**src/rtl/rr_mux_arbiter.sv**
```systemverilog
// Round-robin arbiter for two requesters that share a 2:1 data mux.
// A grant lasts up to MAX_BURST beats. The selected beat goes into a
// single-entry output register with a valid/ready handshake.
module rr_mux_arbiter #(
    parameter int unsigned DATA_W    = 8,
    parameter int unsigned MAX_BURST = 4
) (
    input  logic                             i_clk,
    input  logic                             i_rst,
    input  logic                             i_req0_valid,
    input  logic [DATA_W-1:0]                i_req0_data,
    output logic                             o_req0_ready,
    input  logic                             i_req1_valid,
    input  logic [DATA_W-1:0]                i_req1_data,
    output logic                             o_req1_ready,
    output logic                             o_out_valid,
    output logic [DATA_W-1:0]                o_out_data,
    input  logic                             i_out_ready,
    output logic                             o_sel,
    output logic                             o_busy,
    output logic [$clog2(MAX_BURST+1)-1:0]   o_beat_cnt
);

    localparam int unsigned CNT_W = $clog2(MAX_BURST + 1);

    typedef enum logic [1:0] {StIdle, StGrant0, StGrant1} state_t;

    state_t              r_state;
    logic                r_last;
    logic                r_sel;
    logic                r_out_valid;
    logic [DATA_W-1:0]   r_out_data;
    logic [CNT_W-1:0]    r_beat_cnt;

    logic                w_slot_free;
    logic                w_gnt0;
    logic                w_gnt1;
    logic                w_granted;
    logic                w_cur;
    logic                w_cur_valid;
    logic [DATA_W-1:0]   w_cur_data;
    logic                w_accept;
    logic [CNT_W-1:0]    w_cnt_inc;
    logic                w_exit;
    logic [1:0]          w_arb_last;
    logic [1:0]          w_arb_cur;

    // Returns {found, pick}: the requester other than l wins a tie.
    function automatic logic [1:0] arb(input logic l, input logic v0, input logic v1);
        logic other_v;
        logic self_v;
        other_v = l ? v0 : v1;
        self_v  = l ? v1 : v0;
        if (other_v) begin
            return {1'b1, ~l};
        end else if (self_v) begin
            return {1'b1, l};
        end
        return 2'b00;
    endfunction

    assign w_slot_free = !r_out_valid || i_out_ready;
    assign w_gnt0      = (r_state == StGrant0);
    assign w_gnt1      = (r_state == StGrant1);
    assign w_granted   = w_gnt0 || w_gnt1;
    assign w_cur       = w_gnt1;
    assign w_cur_valid = w_gnt1 ? i_req1_valid : (w_gnt0 && i_req0_valid);
    assign w_cur_data  = w_gnt1 ? i_req1_data : i_req0_data;

    // Readies are gated by reset so a beat offered during reset is never taken.
    assign o_req0_ready = w_gnt0 && w_slot_free && !i_rst;
    assign o_req1_ready = w_gnt1 && w_slot_free && !i_rst;

    assign w_accept   = w_granted && w_cur_valid && w_slot_free && !i_rst;
    assign w_cnt_inc  = r_beat_cnt + CNT_W'(1);
    assign w_exit     = w_granted &&
                        ((w_accept && (w_cnt_inc == CNT_W'(MAX_BURST))) || !w_cur_valid);
    assign w_arb_last = arb(r_last, i_req0_valid, i_req1_valid);
    assign w_arb_cur  = arb(w_cur, i_req0_valid, i_req1_valid);

    // Grant FSM, burst counter and output register.
    always_ff @(posedge i_clk) begin
        if (i_rst) begin
            r_state     <= StIdle;
            r_last      <= 1'b1;
            r_sel       <= 1'b0;
            r_out_valid <= 1'b0;
            r_out_data  <= '0;
            r_beat_cnt  <= '0;
        end else begin
            if (w_accept) begin
                r_out_data  <= w_cur_data;
                r_out_valid <= 1'b1;
            end else if (w_slot_free) begin
                r_out_valid <= 1'b0;
            end

            case (r_state)
                StIdle: begin
                    if (w_arb_last[1]) begin
                        r_state <= w_arb_last[0] ? StGrant1 : StGrant0;
                        r_sel   <= w_arb_last[0];
                    end
                end
                StGrant0, StGrant1: begin
                    if (w_exit) begin
                        r_last     <= w_cur;
                        r_beat_cnt <= '0;
                        if (w_arb_cur[1]) begin
                            r_state <= w_arb_cur[0] ? StGrant1 : StGrant0;
                            r_sel   <= w_arb_cur[0];
                        end else begin
                            r_state <= StIdle;
                        end
                    end else if (w_accept) begin
                        r_beat_cnt <= w_cnt_inc;
                    end
                end
                default: r_state <= StIdle;
            endcase
        end
    end

    assign o_out_valid = r_out_valid;
    assign o_out_data  = r_out_data;
    assign o_sel       = r_sel;
    assign o_busy      = (r_state != StIdle);
    assign o_beat_cnt  = r_beat_cnt;

endmodule

```
**config.mk**
```make
export PLATFORM = sky130hd
export DESIGN_NAME = rr_mux_arbiter
export DESIGN_NICKNAME = d
export VERILOG_FILES = /design/src/rtl/rr_mux_arbiter.sv
export SDC_FILE = /design/constraint.sdc
export NUM_CORES = 1
export LEC_CHECK = 0
export CAP_MARGIN = 20
export CELL_PAD_IN_SITES_DETAIL_PLACEMENT = 0
export CELL_PAD_IN_SITES_GLOBAL_PLACEMENT = 1
export CORE_UTILIZATION = 34
export CTS_CLUSTER_DIAMETER = 30
export DETAILED_ROUTE_END_ITERATION = 7
export PLACE_DENSITY = 0.85
export SLEW_MARGIN = 10
export SYNTH_ARGS = -nofsm -noshare
export SYNTH_HDL_FRONTEND = slang
export SYNTH_SLANG_ARGS = --single-unit
```
**constraint.sdc**
```tcl
create_clock -name i_clk -period 5.8 [get_ports i_clk]
set_input_delay 1.16 -clock i_clk [delete_from_list [all_inputs] [get_ports i_clk]]
set_output_delay 1.16 -clock i_clk [all_outputs]
set_load 0.05 [all_outputs]
```
==> qor.yml <==
status:
  status: "complete, no violations"
drt:
  final_antenna_net_count: 0
  drt-total-wl_um: 2206
  wl_met2_um: 1049
  drc: 0
  vias_per_cell: 5.233
  vias: 900
  dr.pass1.iters: 4
  wl_met1_um: 971
  wl_per_cell_um: 12.83
  routed.top_layer: "met4"
  initialDrtViolationCount: 16
  wl_met3_um: 166
yosys:
  synth-seq-cells: 16
  synth_ff_type: "dfxtp_1"
  synthCells: 106
  syn-mean-instance-area_um2: 9.408
  synth_area_um2: 997.2
  syn_nets: 133
  ys_types: 37
  synthArstFlopShare_pct: 0
  yosys_warnings: 0
  synth_edf_count: 0
  ys_seq_area_share_pct: 32.12
timing:
  finalClockSkew_ns: 0.005150
  finalHoldViolations: 0
  worst_pin_slew_ns: 0.7586
  setup_viol: 0
  whs_ns: 0.5085
  finalMaxSlewViolations: 0
  finalCriticalPeriod_ns: 4.087
  clock.fmax_mhz: 244.7
  slew_headroom_pct: 49.43
  rsz0062_at_grt: "false"
  min_period_over_period_pct: 70.47
  setup_tns_ns: 0
cts:
  cts.sinks: 16
  cts.hold.buffers_added: 0
  cts-buffers-inserted: 3
  clock_path_buffers: 2
  cts_tree: "yes"
  post_cts_resized: 0
  root_buffer: "clkbuf_4"
  htree_levels: 1
  insertion_delay_ns: 0.28
  cts.clk_slew.worst_paths_ns: 0.10
  cts_setup_buffers: 0
worst_setup_path:
  startpoint: "i_rst"
  critical_path_peak_fanout: 17
  criticalPathCategory: "in -> out"
  end_kind: "output pin"
  worstPathArrival_ns: 2.93
  worstReg2RegStart: "r_state[0]"
  worstPathRequired_ns: 4.64
  crit_path_start_kind: "primary input"
die:
  placementRows: 19
  die_h_um: 56.16
  die_w_um: 56.16
  fp.coreArea_mm2: 0.002758
  start_util_pct: 36.16
  ios: 37
  dieArea_mm2: 0.003153
final_layout:
  final_common_cell: "clkdlybuf4s50_1"
  drive_above_1_share_pct: 11.35
  syn_to_final_growth_pct: 40.78
  instances_no_fill: 172
  ff_latch_area_um2: 320.3
  fillerInstances: 264
  final_cell_mix: "36 x clkdlybuf4s50_1, 16 x dfxtp_1, 14 x nor2_1"
  multi_input_area_um2: 618.1
  finalNetCount: 169
  diodes: 0
placement:
  gp_congestion: 0.8585
  portBuffers: 36
  dp_cells: 168
  hpwl_um: 1656
global_route:
  antenna_found_initial: 0
  grt-ovfl-total: 0
  grt_pass1_wl_um: 3670
  grt_usage_pct: 14.63
  grt_max_degree: 20
  grt_pass1_vias: 854
job:
  maxCapViolCount: 0
pwr:
  power_density_mw_per_mm2: 344.2
  vdd_drop_max_mv: 0.2759
  p_leak_nw: 0.5567
worst_hold_path:
  min_path_type: "reg -> reg"
  hold_start: "o_out_data[2]"
==> per-stage QoR <==
step | area, µm² | total power (W) | setup WS (ns) | util [%]
final | 1404 | 0.0004832 | 1.713 | 50.91
after global routing | 1404 | 0.0005150 | 1.636 | 50.91
after detailed placement | 1368 | 0.0004130 | 1.722 | 49.59
after CTS | 1404 | 0.0004891 | 1.706 | 50.91
after global placement | 1368 | 0.0004107 | 1.738 | 49.59
after floorplan | 997.2 | 0.0003440 | 2.742 | -
==> per-layer routing <==
layer / vias to the layer above / global-route usage [%]
met2: 35 / 24.32
met3: 2 / 4.186
met1: 408 / 17.96
met5: - / 0
met4: 0 / 5.226
li1: 455 / -
==> area by class of cell <==
class                           instances  area share (%)
Sequential cell                        16           22.82
Clock buffer                            4           2.585
Inverter                                6           1.604
Multi-Input combinational cell         78           44.03
Timing Repair Buffer                   37           26.20
Tap cell                               31           2.763
==> worst paths after layout <==
| path | endpoint | slack, ns | cells after the start |
|---|---|---|---|
| hold / removal | o_out_data[2] | 0.51 | 2 |
| setup / recovery | o_req0_ready | 1.71 | 5 |
| hold reg to reg | o_out_data[2] | 0.51 | 2 |
| setup reg to reg | o_beat_cnt[0] | 3.30 | 6 |
==> flip-flops by register name (all words and copies together), names as in the netlist <==
name,cells
o_out_data,8
o_beat_cnt,3
r_state,2
o_out_valid,1
o_sel,1
r_last,1
==> kinds of logic (layout without fill, tap and decap cells) <==
| group | Yosys count | after routing | share of synthesized area, % |
|---|---|---|---|
| multiplexers | 13 | 13 | 13.30 |
| AND/OR/NAND/NOR | 35 | 35 | 20.20 |
| AO/OA/AOI/OAI | 23 | 23 | 20.08 |
| buffers and inverters | 12 | 47 | 5.897 |
| XOR/XNOR | 1 | 1 | 0.8785 |
| flip-flops | 16 | 16 | 32.12 |
| adder cells (fa/ha/maj) | 6 | 6 | 7.528 |
==> critical path: stages <==
cell and delay (ns):
clkdlybuf4s50_1 0.41, buf_4 0.21, inv_1 0.16, and3_1 0.19, clkdlybuf4s50_1 0.80
==> where the power goes <==
| part | total, W | internal, W | switching, W |
|---|---|---|---|
| registers | 0.000142 | 0.000128 | 0.0000138 |
| clock network | 0.0000740 | 0.0000382 | 0.0000358 |
| logic | 0.000267 | 0.000106 | 0.000161 |
| total | 0.000483 | 0.000273 | 0.000210 |
==> cells in the mapped netlist, types with 2 or more instances <==
cell      count  area share [%]
nor2_1       14             5.3
a211oi_1      6             4.5
mux2i_1      11              11
dfxtp_1      16              32
inv_1         6             2.3
nand2b_1      2             1.3
o21ai_0       2             1.0
nand2_1       8             3.0
mux2_2        2             2.3
and4bb_2      2             2.5
ha_1          6             7.5
and3_1        2             1.3
buf_1         2            0.75
buf_2         2             1.0
a211oi_2      2             2.5
a21oi_1       2             1.0
No activity file was read; power rests on OpenSTA's default activity.
